$ cat src/rtl/joystick_pkg.sv
// Shared definitions for the game-port joystick front end: button bit layout,
// mode encodings and the Gravis serial frame length.
package joystick_pkg;

  localparam int JOY_DIG_W = 14;
  localparam int JOY_ANA_W = 16;

  localparam int JB_RIGHT = 0;
  localparam int JB_LEFT  = 1;
  localparam int JB_DOWN  = 2;
  localparam int JB_UP    = 3;
  localparam int JB_B1    = 4;
  localparam int JB_B2    = 5;
  localparam int JB_B3    = 6;
  localparam int JB_B4    = 7;
  localparam int JB_START = 8;
  localparam int JB_SEL   = 9;
  localparam int JB_R1    = 10;
  localparam int JB_L1    = 11;
  localparam int JB_R2    = 12;
  localparam int JB_L2    = 13;

  typedef enum logic [1:0] {
    MODE_2BTN     = 2'd0,
    MODE_4BTN     = 2'd1,
    MODE_GRAVIS   = 2'd2,
    MODE_2BTN_ALT = 2'd3
  } joy_mode_e;

  localparam int GRAV_FRAME_LEN = 24;

endpackage

$ cat src/rtl/joystick_axis_cond.sv
// One signed 8-bit analog axis: clamp -128 to -127, then zero anything whose
// magnitude falls inside the deadzone.
module joystick_axis_cond #(
  parameter int DEADZONE = 8
) (
  input  logic [7:0] v_i,
  output logic [7:0] v_o
);

  logic [7:0] clamped;
  logic [7:0] mag;

  always_comb begin
    clamped = (v_i == 8'h80) ? 8'h81 : v_i;
    mag     = clamped[7] ? (8'd0 - clamped) : clamped;
    v_o     = (int'(mag) <= DEADZONE) ? '0 : clamped;
  end

endmodule

$ cat src/rtl/joystick_frontend.sv
// Joystick conditioning stage: captures raw pad words on a strobe, conditions
// the analog axes, and generates the Gravis serial clock with tear-free digital updates.
module joystick_frontend
  import joystick_pkg::*;
#(
  parameter int CLK_HZ   = 90500000,
  parameter int GRAV_HZ  = 20000,
  parameter int DEADZONE = 8
) (
  input  logic                 clk,
  input  logic                 rst,
  input  logic                 joy_stb,
  input  logic [JOY_DIG_W-1:0] joy_dig_1,
  input  logic [JOY_DIG_W-1:0] joy_dig_2,
  input  logic [JOY_ANA_W-1:0] joy_ana_1,
  input  logic [JOY_ANA_W-1:0] joy_ana_2,
  input  logic [1:0]           mode,
  output logic [JOY_DIG_W-1:0] dig_1,
  output logic [JOY_DIG_W-1:0] dig_2,
  output logic [JOY_ANA_W-1:0] ana_1,
  output logic [JOY_ANA_W-1:0] ana_2,
  output logic                 clk_grav
);

  localparam int HALF   = CLK_HZ / (2 * GRAV_HZ);
  localparam int HCNT_W = (HALF > 1) ? $clog2(HALF) : 1;
  localparam logic [HCNT_W-1:0] HCNT_MAX = HCNT_W'(HALF - 1);
  localparam logic [4:0]        GPOS_MAX = 5'(GRAV_FRAME_LEN - 1);

  joy_mode_e mode_e;
  assign mode_e = joy_mode_e'(mode);

  logic [JOY_DIG_W-1:0] hold_dig_1_q, hold_dig_1_d, hold_dig_2_q, hold_dig_2_d;
  logic [JOY_ANA_W-1:0] hold_ana_1_q, hold_ana_1_d, hold_ana_2_q, hold_ana_2_d;
  logic [JOY_DIG_W-1:0] dig_1_q, dig_1_d, dig_2_q, dig_2_d;
  logic [JOY_ANA_W-1:0] ana_1_q, ana_1_d, ana_2_q, ana_2_d;
  logic [HCNT_W-1:0]    hcnt_q, hcnt_d;
  logic                 grav_q, grav_d;
  logic [4:0]           gpos_q, gpos_d;
  logic                 grav_run, grav_rise, grav_fall, dig_load;

  joystick_axis_cond #(.DEADZONE(DEADZONE)) u_cond_x1 (.v_i(hold_ana_1_q[7:0]),  .v_o(ana_1_d[7:0]));
  joystick_axis_cond #(.DEADZONE(DEADZONE)) u_cond_y1 (.v_i(hold_ana_1_q[15:8]), .v_o(ana_1_d[15:8]));
  joystick_axis_cond #(.DEADZONE(DEADZONE)) u_cond_x2 (.v_i(hold_ana_2_q[7:0]),  .v_o(ana_2_d[7:0]));
  joystick_axis_cond #(.DEADZONE(DEADZONE)) u_cond_y2 (.v_i(hold_ana_2_q[15:8]), .v_o(ana_2_d[15:8]));

  always_comb begin
    hold_dig_1_d = joy_stb ? joy_dig_1 : hold_dig_1_q;
    hold_dig_2_d = joy_stb ? joy_dig_2 : hold_dig_2_q;
    hold_ana_1_d = joy_stb ? joy_ana_1 : hold_ana_1_q;
    hold_ana_2_d = joy_stb ? joy_ana_2 : hold_ana_2_q;

    // A high phase always runs to completion even after leaving Gravis mode.
    grav_run  = (mode_e == MODE_GRAVIS) || grav_q;
    grav_rise = 1'b0;
    grav_fall = 1'b0;
    hcnt_d    = hcnt_q;
    grav_d    = grav_q;
    gpos_d    = gpos_q;
    if (!grav_run) begin
      hcnt_d = '0;
    end else if (hcnt_q == HCNT_MAX) begin
      hcnt_d    = '0;
      grav_d    = ~grav_q;
      grav_rise = ~grav_q;
      grav_fall = grav_q;
    end else begin
      hcnt_d = hcnt_q + 1'b1;
    end
    if (grav_rise) begin
      gpos_d = (gpos_q == GPOS_MAX) ? '0 : gpos_q + 5'd1;
    end

    // In Gravis mode the snapshot is taken inside the frame header only.
    dig_load = (mode_e != MODE_GRAVIS) || (grav_fall && (gpos_q == 5'd1));
    dig_1_d  = dig_load ? hold_dig_1_q : dig_1_q;
    dig_2_d  = dig_load ? hold_dig_2_q : dig_2_q;
  end

  always_ff @(posedge clk) begin
    if (rst) begin
      hold_dig_1_q <= '0;
      hold_dig_2_q <= '0;
      hold_ana_1_q <= '0;
      hold_ana_2_q <= '0;
      dig_1_q      <= '0;
      dig_2_q      <= '0;
      ana_1_q      <= '0;
      ana_2_q      <= '0;
      hcnt_q       <= '0;
      grav_q       <= 1'b0;
      gpos_q       <= '0;
    end else begin
      hold_dig_1_q <= hold_dig_1_d;
      hold_dig_2_q <= hold_dig_2_d;
      hold_ana_1_q <= hold_ana_1_d;
      hold_ana_2_q <= hold_ana_2_d;
      dig_1_q      <= dig_1_d;
      dig_2_q      <= dig_2_d;
      ana_1_q      <= ana_1_d;
      ana_2_q      <= ana_2_d;
      hcnt_q       <= hcnt_d;
      grav_q       <= grav_d;
      gpos_q       <= gpos_d;
    end
  end

  assign dig_1    = dig_1_q;
  assign dig_2    = dig_2_q;
  assign ana_1    = ana_1_q;
  assign ana_2    = ana_2_q;
  assign clk_grav = grav_q;

endmodule

$ cat config.mk
export PLATFORM = sky130hd
export DESIGN_NAME = joystick_frontend
export DESIGN_NICKNAME = d
export VERILOG_FILES = /design/src/rtl/joystick_pkg.sv /design/src/rtl/joystick_axis_cond.sv /design/src/rtl/joystick_frontend.sv
export SDC_FILE = /design/constraint.sdc
export NUM_CORES = 1
export LEC_CHECK = 0
export ABC_CLOCK_PERIOD_IN_PS = 1900
export CORE_MARGIN = 1
export CORE_UTILIZATION = 31
export CTS_CLUSTER_SIZE = 16
export DETAILED_ROUTE_END_ITERATION = 8
export HOLD_SLACK_MARGIN = 0.08
export PLACE_DENSITY = 0.54
export SLEW_MARGIN = 40
export SYNTH_ARGS = -nofsm -noshare
export SYNTH_HDL_FRONTEND = slang
export SYNTH_SLANG_ARGS = --single-unit
$ cat constraint.sdc
create_clock -name clk -period 1.9 [get_ports clk]
set_input_delay 0.475 -clock clk [delete_from_list [all_inputs] [get_ports clk]]
set_output_delay 0.475 -clock clk [all_outputs]
set_load 0.01 [all_outputs]
* After elaboration in Yosys (flattened, before gate mapping) *
Index checks and enable logic that the tools add are counted.

word-level totals
  logic and storage cells = 56
  output and inout port bits = 61
  register bits = 138

operators by class
  $lt $le $gt $ge = 4
  $add $sub $neg = 6
  reduce and logical (&&, ||, !) cells = 9
  muxes and demuxes = 13
  equal/unequal tests = 9
  bitwise operators = 2

operators with widths
  kind                                                  number
  2-to-1 mux 8 bit                                      8
  equality test 8 bit (second input constant)           4
  <= comparator 8 x 4 -> 1 bit (second input constant)  4
  subtractor 1 x 8 -> 8 bit (first input constant)      4
  adder 12 x 1 -> 12 bit (second input constant)        1
  equality test 12 bit (second input constant)          1
  OR reduction 2 bit                                    4
  adder 5 x 1 -> 5 bit (second input constant)          1
  equality test 5 x 1 -> 1 bit (second input constant)  1
  equality test 5 bit (second input constant)           1
  2-to-1 mux 5 bit                                      1
  2-to-1 mux 1 bit                                      4
  OR reduction 3 bit                                    1
  equality test 2 bit (second input constant)           1
  logical OR 1 bit                                      2
  != test 2 bit (second input constant)                 1
  NOT 1 bit                                             2
  AND reduction 2 bit                                   1
  logical AND 1 bit                                     1

* Logic depth before layout (Yosys ltp) *
Gate-level depths: netlist of the first run.

  depth in word-level cells = 6
  gate-level depth with buffers = 8
  depth with buffers taken out = 6

* Modules after synthesis *
Synthesis of the first run repeated with hierarchy kept, for this count alone.

second synthesis, totals
  cells, all modules = 617
  area, all modules = 5875.6 µm²

modules (own cells, without submodules)
  module              times used  area an instance (µm²)  cells each
  joystick_frontend   1           5435.2                  553
  joystick_axis_cond  4           110.1                   16

* Worst setup path after synthesis of the first run *
Ideal clock, no wire load.

  path type = in2reg
  from = in mode[0]
  to = reg gpos_q[4]
  stages on the path = 4
  buffers on the path = 0
  setup time = 0.070 ns
  arrival time = 1.467 ns
  slack = 0.362 ns
  cells stage by stage = nor3b_1 -> nand4_2 -> or4_1 -> a21oi_1

on the way
  longest elaborated chain between the ends = 3

ends and longest elaborated chain
  element               RTL line                  RTL
  from (decl)           joystick_frontend.sv:17   input logic [1:0] mode,
  equality test 2 bit   joystick_frontend.sv:54   grav_run = (mode_e == MODE_GRAVIS) || grav_q;
  logical OR 1 bit      joystick_frontend.sv:54
  2-to-1 mux 1 bit      joystick_frontend.sv:60   if (!grav_run) begin
  to (signal assigned)  joystick_frontend.sv:104  gpos_q <= gpos_d;
  to (decl)             joystick_frontend.sv:39   logic [4:0] gpos_q, gpos_d;

No other way between the ends.
A chain may end at the register's enable or synchronous reset.

* Worst setup path in the final report of the first run *
  from = reg dig_1_q[12], in the netlist dig_1[12]
  to = out dig_1[12]

RTL lines
  element                 RTL line                 RTL
  from (decl)             joystick_frontend.sv:35  logic [JOY_DIG_W-1:0] dig_1_q, dig_1_d, dig_2_q, dig_2_d;
  from (signal assigned)  joystick_frontend.sv:98  dig_1_q <= dig_1_d;
  to (decl)               joystick_frontend.sv:18  output logic [JOY_DIG_W-1:0] dig_1,

No word-level cell between the ends.

==> results of run 1 <==
[state kept, by name, indices dropped and copies added, names as in the netlist, 14 cells and up]
| signal | cells |
|---|---|
| dig_1 | 14 |
| hold_dig_1_q | 14 |
| ana_1 | 16 |
| hold_ana_2_q | 16 |
| hold_dig_2_q | 14 |
| dig_2 | 14 |
| hold_ana_1_q | 16 |
| ana_2 | 16 |
[stage by stage]
step                util [%]  setup WS (ns)  TNS [ns]
floorplan                  -          0.362         0
global placement        41.1         -0.205    -0.402
detailed placement      41.1         -0.215    -0.847
CTS                     44.7         0.0196         0
global route            44.7         0.0249         0
finish                  44.7         0.0875         0
[synth_stat cells (all sizes together), types with 5 or more instances]
cell type	count
a21oi	6
a32oi	28
and2	29
and3	7
buf	21
clkbuf	24
dfxtp	138
inv	9
mux2i	60
nand2	62
nand3	7
nor2	74
nor3b	29
o311ai	28
o31a	8
or3	5
xor2	9
[per-layer routing]
metal | routed length [um] | GRT usage [%] | vias up
met2 | 6120 | 23.2 | 144
met1 | 6610 | 20.0 | 2173
met5 | 0 | 0 | -
met3 | 992 | 5.00 | 14
met4 | 184 | 6.23 | 0
li1 | - | - | 2331
[cell type report]
type | count | area share [%]
Clock buffer | 18 | 5.49
Sequential cell | 138 | 35.4
Clock inverter | 14 | 2.50
Inverter | 9 | 0.432
Multi-Input combinational cell | 389 | 33.5
Timing Repair Buffer | 144 | 19.1
Tap cell | 225 | 3.60
[cell families (layout without fill, tap and decap cells)]
group	after synthesis	after routing	synth area share [%]
compound gates	87	87	13.0
xor+xnor	10	10	1.57
fa+ha+maj	4	4	0.895
buf+inv	54	185	3.98
flops	138	138	49.4
mux	60	60	10.7
simple gates	228	228	20.5
[worst max-delay path by stage]
| stage | endpoint | cells after the start |
|---|---|---|
| floorplan | gpos_q[4]$_SDFFE_PP0P_ | 4 |
| global placement | gpos_q[4]$_SDFFE_PP0P_ | 5 |
| detailed placement | gpos_q[4]$_SDFFE_PP0P_ | 5 |
| CTS | clk_grav | 1 |
| global route | dig_1[6]$_SDFFE_PP0P_ | 5 |
| finish | dig_1[12] | 1 |
[power breakdown]
part           switching (mW)  total [mW]  leakage, nW  internal [mW]
Sequential             0.0888        3.12         1.13           3.03
Clock                    1.29        3.49        0.293           2.20
Combinational           0.294       0.691         1.55          0.397
==> results.rst, run 1 <==
.. list-table::
   :header-rows: 1

   * - Metric
     - Value
   * - Critical path required time
     - 1.42 ns
   * - Worst slew margin relative to its limit
     - 74.5%
   * - Number of filler instances in the final layout
     - 1,651
   * - Leading register cell type out of synthesis
     - dfxtp_1
   * - Worst hold start
     - rst
   * - Overall die height
     - 136 um
   * - Crit-path max cell delay
     - 0.60 ns
   * - Number of cell instances on the worst register-to-register path
     - 5
   * - Relative area change from synthesis to final layout
     - 39.6%
   * - Number of cells produced by synthesis
     - 581
   * - Crit path buffers/inverters
     - 1
   * - Ports placed on the boundary
     - 126
   * - Grt total ovfl
     - 0
   * - Fin crit share
     - 95.4%
   * - RR Endpoint
     - dig_2[10]$_SDFFE_PP0P_
   * - Number of flops mapped to enable cells by yosys
     - 0
   * - Leak Pwr
     - 2.97 nW
   * - Min-Delay Path Class
     - input port to register
   * - Reg2Reg Setup Slack
     - 0.20 ns
   * - Unique cell type count in the Yosys netlist
     - 35
   * - Number of cells in the finished layout apart from fillers
     - 937
   * - Synth Area per Inst
     - 9.63 sq um
   * - Quantity of I/O buffers inserted on ports
     - 125
   * - Post-synth net total
     - 650
   * - Startpoint Class
     - register
   * - Proportion of synthesized flip-flops having asynchronous set or reset
     - 0%
   * - Maximum fanout count along the critical path
     - 2
   * - Area of the multi-input gates
     - 2620 sq um
   * - CTS tree
     - built
   * - Result of the run
     - completed
   * - CP startpoint
     - dig_1[12]$_SDFFE_PP0P_
   * - Shortest clock period the worst path allows after layout
     - 1.81 ns
   * - Fin nets
     - 768
   * - Synthesized area
     - 5590 sq um
   * - Number of antenna violations at the first check in global routing
     - 0
   * - Launch instance of the worst register-to-register path
     - hcnt_q[0]$_SDFF_PP0_
   * - Number of clock sinks seen by CTS
     - 138
   * - Worst-skew pair later-pin latency
     - 0.42 ns
   * - Slew @ Worst Pin
     - 0.381 ns
   * - Path type of the worst setup path
     - register to output port
   * - Post-route antenna net violation count
     - 0
   * - Yosys top cell area share
     - 49.4%
   * - Clock tree root driver cell
     - clkbuf_16
   * - Slowest CP cell
     - clkdlybuf4s50_1
   * - Peak Freq
     - 552 MHz
   * - Placed Cells incl. Taps
     - 905
   * - Post-detailed-placement half-perimeter wirelength
     - 9160 um
   * - Largest area contributor in the netlist
     - dfxtp_1
   * - Most used cells in the layout excluding fill and tap cells
     - 137 x dfxtp_1, 123 x clkdlybuf4s50_1, 74 x nor2_1
   * - Detailed-route vias per instance
     - 4.98
   * - Core region area
     - 17,500 sq um
   * - Via count
     - 4,662
   * - Sequential standard cell area
     - 2760 sq um
   * - YS warnings
     - 0
   * - Number of synthesized register bits
     - 138
   * - Most common cell after layout, fill and taps aside
     - dfxtp_1
   * - Clock transition at path regs
     - 0.06 ns
   * - Worst Path Arrival
     - 1.34 ns
   * - Number of optimization iterations in the first detailed-route pass
     - 4
   * - Number of violations reported at the end of detailed-routing iteration 0
     - 248
   * - Hold-critical path depth
     - 2
   * - Final Hold Fails
     - 0
   * - Routability congestion estimate
     - 0.735
   * - Cell area after layout
     - 7810 sq um
   * - Max capacitance violation total
     - 0
   * - Pwr Total
     - 7.30 mW
   * - Wirelength per Cell
     - 14.8 um
   * - Setup repair after global routing missed its margin
     - false
   * - Final-report setup violation count
     - 0
   * - Power per cell area
     - 935 nW/um^2
   * - Family of cells with the greatest summed delay on the critical path
     - buffers and inverters
   * - Number of global-route vias before repair
     - 4,423
   * - Number of max-slew violations in the final report
     - 0
   * - Antenna Diode Count
     - 0
   * - End point of the worst hold path
     - hold_ana_2_q[0]$_SDFFE_PP0P_
   * - Number of levels in the clock H-tree
     - 4
   * - Hold Worst Slack
     - 0.451 ns
   * - Initial core utilization
     - 32.0%
   * - Worst-path cell chain
     - clkdlybuf4s50_1
   * - First-pass GRT wire length
     - 22,300 um
   * - Horizontal die dimension
     - 136 um
   * - Number of design rule violations left after detail routing
     - 0
   * - Maximum VDD drop
     - 0.602 mV
   * - Number of gates given a new drive strength after cts
     - 0
   * - Critical Path Sink Type
     - output port
   * - Dominant cells by area after synthesis
     - dfxtp_1 49%, mux2i_1 11%, nor2_1 5.0%
   * - Hold-fix buffer count after cts
     - 0
   * - Skew final
     - 0.00853 ns
   * - All-Layer GR Usage
     - 15.3%
   * - Maximum number of pins on one net before global-route repair
     - 58
   * - Sequential area share after synthesis
     - 49.4%
   * - Share of post-route cells with drive strength above 1
     - 8.29%
   * - Aggregate routed wire length
     - 13,900 um
   * - Total die area
     - 18,600 sq um
   * - Maximum clock insertion buffer count
     - 2
   * - Buffers inserted by post-CTS timing repair
     - 0
   * - Number of cell rows
     - 48
   * - Number of buffers added by the clock tree synthesis step
     - 17
   * - Instance area after placement
     - 7190 sq um
No activity file was read; power rests on OpenSTA's default activity.
==> run 2: changes to the inputs <==
==> constraint.sdc (replaced) <==
create_clock -name clk -period 1.9 [get_ports clk]
set_input_delay 0.19 -clock clk [delete_from_list [all_inputs] [get_ports clk]]
set_output_delay 0.19 -clock clk [all_outputs]
set_load 0.01 [all_outputs]
==> results.rst, run 2 (synthesized netlist as in run 1, its figures left out) <==
.. list-table::
   :header-rows: 1

   * - Metric
     - Value
   * - Power per cell area
     - 969 nW/um^2 (was 935 nW/um^2)
   * - Critical Path Sink Type
     - register (was output port)
   * - Clock transition at path regs
     - 0.06 ns (about the same)
   * - Ports placed on the boundary
     - 126 (unchanged)
   * - Initial core utilization
     - 32.0% (unchanged)
   * - Horizontal die dimension
     - 136 um (unchanged)
   * - CTS tree
     - built (unchanged)
   * - Switching power share of the total
     - 21.8% (was 22.9%)
   * - Shortest clock period the worst path allows after layout
     - 1.70 ns (was 1.81 ns)
   * - Most common cell after layout, fill and taps aside
     - dfxtp_1 (unchanged)
   * - Aggregate routed wire length
     - 13,800 um (was 13,900 um)
   * - Max capacitance violation total
     - 0 (unchanged)
   * - Number of global-route vias before repair
     - 4,350 (was 4,423)
   * - Overall die height
     - 136 um (unchanged)
   * - Worst Path Arrival
     - 1.99 ns (was 1.34 ns)
   * - Hold-critical path depth
     - 2 (unchanged)
   * - Min-Delay Path Class
     - input port to register (unchanged)
   * - Most used cells in the layout excluding fill and tap cells
     - 138 x dfxtp_1, 123 x clkdlybuf4s50_1, 74 x nor2_1 (was 137 x dfxtp_1, 123 x clkdlybuf4s50_1, 74 x nor2_1)
   * - Relative contribution of combinational cells to total power
     - 9.0% (was 9.5%)
   * - Cell area after layout
     - 7820 sq um (was 7810 sq um)
   * - Relative area change from synthesis to final layout
     - 39.8% (was 39.6%)
   * - Total die area
     - 18,600 sq um (unchanged)
   * - Skew final
     - 0.0192 ns (was 0.00853 ns)
   * - Routability congestion estimate
     - 0.741 (was 0.735)
   * - Maximum VDD drop
     - 0.631 mV (was 0.602 mV)
   * - Number of clock sinks seen by CTS
     - 138 (unchanged)
   * - Family of cells with the greatest summed delay on the critical path
     - simple AND/OR/NAND/NOR gates (was buffers and inverters)
   * - Detailed-route vias per instance
     - 4.99 (was 4.98)
   * - Number of buffers added by the clock tree synthesis step
     - 17 (unchanged)
   * - Pwr Total
     - 7.58 mW (was 7.30 mW)
   * - All-Layer GR Usage
     - 15.4% (was 15.3%)
   * - Clock power frac
     - 49.8% (was 47.8%)
   * - Quantity of I/O buffers inserted on ports
     - 125 (unchanged)
   * - Fin nets
     - 761 (was 768)
   * - RR Endpoint
     - hcnt_q[8]$_SDFF_PP0_ (was dig_2[10]$_SDFFE_PP0P_)
   * - Number of levels in the clock H-tree
     - 4 (unchanged)
   * - Final-report setup violation count
     - 0 (unchanged)
   * - Maximum number of pins on one net before global-route repair
     - 57 (was 58)
   * - Final Hold Fails
     - 0 (unchanged)
   * - Buffers inserted by post-CTS timing repair
     - 0 (unchanged)
   * - Number of max-slew violations in the final report
     - 0 (unchanged)
   * - Wirelength per Cell
     - 14.9 um (was 14.8 um)
   * - Antenna Diode Count
     - 0 (unchanged)
   * - Core region area
     - 17,500 sq um (unchanged)
   * - Number of design rule violations left after detail routing
     - 0 (unchanged)
   * - Clock tree root driver cell
     - clkbuf_16 (unchanged)
   * - Relative contribution of sequential cells to total power
     - 41.2% (was 42.7%)
   * - Path type of the worst setup path
     - register to register (was register to output port)
   * - Post-detailed-placement half-perimeter wirelength
     - 9160 um (about the same)
   * - Slowest CP cell
     - nand3_1 (was clkdlybuf4s50_1)
   * - Maximum clock insertion buffer count
     - 2 (unchanged)
   * - Crit path buffers/inverters
     - 0 (was 1)
   * - Fin crit share
     - 89.5% (was 95.4%)
   * - Peak Freq
     - 588 MHz (was 552 MHz)
   * - Via count
     - 4,637 (was 4,662)
   * - Number of cell rows
     - 48 (unchanged)
   * - Critical path required time
     - 2.19 ns (was 1.42 ns)
   * - Hold-fix buffer count after cts
     - 0 (unchanged)
   * - Maximum fanout count along the critical path
     - 12 (was 2)
   * - Grt total ovfl
     - 0 (unchanged)
   * - Worst slew margin relative to its limit
     - 67.8% (was 74.5%)
   * - Total negative setup slack
     - 0 ns (unchanged)
   * - Number of violations reported at the end of detailed-routing iteration 0
     - 208 (was 248)
   * - Launch instance of the worst register-to-register path
     - hcnt_q[0]$_SDFF_PP0_ (unchanged)
   * - Share of post-route cells with drive strength above 1
     - 7.52% (was 8.29%)
   * - End point of the worst hold path
     - hold_ana_2_q[1]$_SDFFE_PP0P_ (was hold_ana_2_q[0]$_SDFFE_PP0P_)
   * - Reg2Reg Setup Slack
     - 0.20 ns (about the same)
   * - Number of antenna violations at the first check in global routing
     - 0 (unchanged)
   * - Worst-path cell chain
     - ha_1 > nor4b_2 > nand3_2 > nand3_1 > nor2_1 (was clkdlybuf4s50_1)
   * - Leak Pwr
     - 2.98 nW (was 2.97 nW)
   * - Worst-skew pair later-pin latency
     - 0.42 ns (about the same)
   * - Instance area after placement
     - 7130 sq um (was 7190 sq um)
   * - Number of cell instances on the worst register-to-register path
     - 5 (unchanged)
   * - Worst hold start
     - rst (unchanged)
   * - Number of optimization iterations in the first detailed-route pass
     - 4 (unchanged)
   * - Internal power summed over all cells
     - 5.93 mW (was 5.63 mW)
   * - Result of the run
     - completed (unchanged)
   * - Startpoint Class
     - register (unchanged)
   * - Setup repair after global routing missed its margin
     - false (unchanged)
   * - Slew @ Worst Pin
     - 0.482 ns (was 0.381 ns)
   * - Post-route antenna net violation count
     - 0 (unchanged)
   * - First-pass GRT wire length
     - 22,200 um (was 22,300 um)
   * - Power dissipated by switching net loads
     - 1.65 mW (was 1.67 mW)
   * - Crit-path max cell delay
     - 0.44 ns (was 0.60 ns)
## run 2: cell count changes in the layout (fill, tap and decap cells not counted)
cell | before | now
dfxtp_1 | 137 | 138
bufinv_16 | 4 | 6
clkinvlp_4 | 4 | 1
dfxtp_2 | 1 | 0
nor4b_1 | 2 | 1
clkbuf_1 | 1 | 0
nor4b_2 | 0 | 1
clkbuf_8 | 0 | 1
buf_4 | 13 | 6
clkinv_4 | 2 | 3
## run 2: per-layer routing
layer	part of all wire [%]	track usage, %	vias up
met4	1.1	5.68	0
met1	48	20.1	2173
met3	7.1	5.37	10
met2	44	23.2	137
li1	-	-	2317
met5	0	0	-
## run 2: final cells by class
cell class | count | area [sq um]
Sequential cell | 138 | 2760
Timing Repair Buffer | 137 | 1440
Inverter | 9 | 33.8
Clock inverter | 14 | 241
Multi-Input combinational cell | 389 | 2630
Tap cell | 225 | 282
Clock buffer | 18 | 439
Fill cell | 1638 | 9660
## run 2: stage by stage
stage	setup WS (ns)	std cells	hold WS (ns)	utilization, %
global route	0.0553	930	0.170	44.7
global placement	0.0273	898	0.442	40.8
floorplan	0.393	581	0.337	-
finish	0.199	930	0.167	44.7
CTS	0.0438	930	0.154	44.7
detailed placement	0.0286	898	0.477	40.8
## run 2: worst max path at each step
stage / from / end / slack (ns) / depth (start not counted)
after floorplan: hcnt_q[0]$_SDFF_PP0_ / clk_grav$_SDFFE_PP0P_ / 0.39 / 7
after global placement: mode[1] / gpos_q[4]$_SDFFE_PP0P_ / 0.03 / 5
after detailed placement: mode[1] / gpos_q[4]$_SDFFE_PP0P_ / 0.03 / 5
after CTS: hcnt_q[0]$_SDFF_PP0_ / dig_1[3]$_SDFFE_PP0P_ / 0.04 / 5
after global routing: hcnt_q[0]$_SDFF_PP0_ / dig_1[3]$_SDFFE_PP0P_ / 0.06 / 5
final: hcnt_q[0]$_SDFF_PP0_ / hcnt_q[8]$_SDFF_PP0_ / 0.20 / 5
## run 2: worst register-to-register path: stages, from the launching register on
cell	delay, ns
dfxtp_1	0.39
ha_1	0.19
nor4b_2	0.23
nand3_2	0.21
nand3_1	0.44
nor2_1	0.11
## run 2: what timing repair did
item	in CTS	in global routing
hold endpoints to repair	0	0
endpoints found under the setup margin	0	38
gates resized for setup	0	1
## run 2: power groups by stage
stage | Sequential (mW) | Clock [mW] | Combinational [mW]
detailed placement | 3.19 | 0 | 0.681
floorplan | 3.19 | 0 | 0.312
finish | 3.12 | 3.77 | 0.680
CTS | 3.12 | 3.87 | 0.687
global placement | 3.18 | 0 | 0.673
global route | 3.14 | 4.02 | 0.745
==> run 3: changes to the inputs <==
CORE_UTILIZATION = 40   (was 31)
PLACE_DENSITY = 0.72   (was 0.54)
==> results.rst, run 3 (synthesized netlist as in run 1, its figures left out) <==
.. list-table::
   :header-rows: 1

   * - Metric
     - Value
   * - Worst slew margin relative to its limit
     - 68.6% (was 67.8%)
   * - Number of antenna violations at the first check in global routing
     - 0 (unchanged)
   * - Number of filler instances in the final layout
     - 1,225 (was 1,638)
   * - Horizontal die dimension
     - 120 um (was 136 um)
   * - Placed Cells incl. Taps
     - 848 (was 898)
   * - Number of cell rows
     - 42 (was 48)
   * - Power per cell area
     - 896 nW/um^2 (was 969 nW/um^2)
   * - Path type of the worst setup path
     - register to register (unchanged)
   * - Relative area change from synthesis to final layout
     - 34.9% (was 39.8%)
   * - Shortest clock period the worst path allows after layout
     - 1.67 ns (was 1.70 ns)
   * - Maximum clock insertion buffer count
     - 2 (unchanged)
   * - Number of design rule violations left after detail routing
     - 0 (unchanged)
   * - Maximum fanout count along the critical path
     - 5 (was 12)
   * - Detailed-route vias per instance
     - 5.36 (was 4.99)
   * - Share of the core filled with cells
     - 56.1% (was 44.7%)
   * - Final-report setup violation count
     - 0 (unchanged)
   * - CP startpoint
     - hcnt_q[0]$_SDFF_PP0_ (unchanged)
   * - Number of clock sinks seen by CTS
     - 138 (unchanged)
   * - Post-route antenna net violation count
     - 0 (unchanged)
   * - Setup slack of the critical path after layout
     - 0.232 ns (was 0.199 ns)
   * - Leak Pwr
     - 2.87 nW (was 2.98 nW)
   * - Worst hold start
     - rst (unchanged)
   * - Skew final
     - 0.00769 ns (was 0.0192 ns)
   * - Number of violations reported at the end of detailed-routing iteration 0
     - 254 (was 208)
   * - Clock transition at path regs
     - 0.06 ns (about the same)
   * - Max capacitance violation total
     - 0 (unchanged)
   * - Number of global-route vias before repair
     - 4,646 (was 4,350)
   * - Buffers inserted by post-CTS timing repair
     - 0 (unchanged)
   * - Initial core utilization
     - 41.6% (was 32.0%)
   * - Hold-fix buffer count after cts
     - 0 (unchanged)
   * - Total negative setup slack
     - 0 ns (unchanged)
   * - Worst-skew pair later-pin latency
     - 0.42 ns (about the same)
   * - Result of the run
     - completed (unchanged)
   * - First-pass GRT wire length
     - 21,400 um (was 22,200 um)
   * - Overall die height
     - 120 um (was 136 um)
   * - Most used cells in the layout excluding fill and tap cells
     - 138 x dfxtp_1, 123 x clkdlybuf4s50_1, 74 x nor2_1 (unchanged)
   * - Startpoint Class
     - register (unchanged)
   * - Number of gates given a new drive strength after cts
     - 0 (unchanged)
   * - Final Hold Fails
     - 0 (unchanged)
   * - Post-detailed-placement half-perimeter wirelength
     - 8650 um (was 9160 um)
   * - Critical Path Sink Type
     - register (unchanged)
   * - Fin crit share
     - 87.8% (was 89.5%)
   * - Total die area
     - 14,500 sq um (was 18,600 sq um)
   * - Fin nets
     - 760 (was 761)
   * - Number of optimization iterations in the first detailed-route pass
     - 4 (unchanged)
   * - Number of cells in the finished layout apart from fillers
     - 880 (was 930)
   * - Core region area
     - 13,500 sq um (was 17,500 sq um)
   * - Maximum VDD drop
     - 0.528 mV (was 0.631 mV)
   * - Worst Path Arrival
     - 2.01 ns (was 1.99 ns)
   * - Maximum number of pins on one net before global-route repair
     - 61 (was 57)
   * - Ports placed on the boundary
     - 126 (unchanged)
   * - Clock tree root driver cell
     - clkbuf_16 (unchanged)
   * - Most common cell after layout, fill and taps aside
     - dfxtp_1 (unchanged)
   * - Routability congestion estimate
     - 0.789 (was 0.741)
   * - Number of levels in the clock H-tree
     - 4 (unchanged)
   * - CTS tree
     - built (unchanged)
   * - Grt total ovfl
     - 0 (unchanged)
   * - Aggregate routed wire length
     - 13,100 um (was 13,800 um)
   * - Number of buffers added by the clock tree synthesis step
     - 17 (unchanged)
   * - Wirelength per Cell
     - 14.9 um (about the same)
   * - All-Layer GR Usage
     - 18.6% (was 15.4%)
   * - Peak Freq
     - 600 MHz (was 588 MHz)
   * - Min-Delay Path Class
     - input port to register (unchanged)
   * - Antenna Diode Count
     - 0 (unchanged)
   * - Via count
     - 4,720 (was 4,637)
   * - Launch instance of the worst register-to-register path
     - hcnt_q[0]$_SDFF_PP0_ (unchanged)
   * - Critical path required time
     - 2.25 ns (was 2.19 ns)
   * - Pre-CTS setup slack
     - 0.00392 ns (was 0.0286 ns)
   * - Share of post-route cells with drive strength above 1
     - 7.39% (was 7.52%)
   * - Setup repair after global routing missed its margin
     - false (unchanged)
   * - Number of max-slew violations in the final report
     - 0 (unchanged)
   * - Slew @ Worst Pin
     - 0.470 ns (was 0.482 ns)
   * - Quantity of I/O buffers inserted on ports
     - 125 (unchanged)
==> run 3: cell types whose count changed in the layout (fill, tap and decap cells not counted), sizes merged <==
cell      delta
clkinv       +1
clkinvlp     +5
bufinv       -6
buf          -1
==> run 3: power by group <==
part           internal, mW  switching (mW)  leakage (nW)  total, mW
sequential             3.03          0.0922          1.13       3.12
clock                  1.70            1.28         0.251       2.98
combinational         0.377           0.279          1.49      0.656
==> run 3: area by class of cell <==
class / instances / area [sq um] / area share, %
tap: 176 / 220 / 2.92
multi-input combinational: 389 / 2630 / 34.8
inverter: 9 / 33.8 / 0.448
timing repair buffer: 136 / 1370 / 18.1
clock buffer: 18 / 439 / 5.82
sequential: 138 / 2760 / 36.6
clock inverter: 14 / 100 / 1.33
==> run 3: path summary, 6_finish.rpt <==
check | endpoint | slack, ns | depth (start not counted)
setup / recovery | gpos_q[4]$_SDFFE_PP0P_ | 0.23 | 5
hold reg to reg | hcnt_q[0]$_SDFF_PP0_ | 0.47 | 1
hold / removal | hold_ana_2_q[2]$_SDFFE_PP0P_ | 0.16 | 2
setup reg to reg | gpos_q[4]$_SDFFE_PP0P_ | 0.23 | 5
==> run 3: worst max-delay path, stage by stage, from the launching register on <==
cell and delay [ns]:
dfxtp_1 0.37, ha_1 0.19, and4_1 0.23, nand4_2 0.15, or4_1 0.50, a21oi_1 0.16
==> run 3: through the flow <==
step / total power [mW] / hold WS (ns) / instance area [sq um]
after global placement: 3.82 / 0.440 / 7000
after floorplan: 3.50 / 0.337 / 5590
after CTS: 6.83 / 0.149 / 7540
after global routing: 7.04 / 0.161 / 7550
after detailed placement: 3.84 / 0.465 / 7000
final: 6.76 / 0.164 / 7550
==> run 3: per-layer routing <==
layer / up-vias / wire [um] / global-route usage, %
met2: 131 / 6080 / 30.7
met4: 0 / 275 / 8.18
met1: 2249 / 6040 / 22.6
met3: 25 / 741 / 5.33
li1: 2315 / - / -
met5: - / 0 / 0
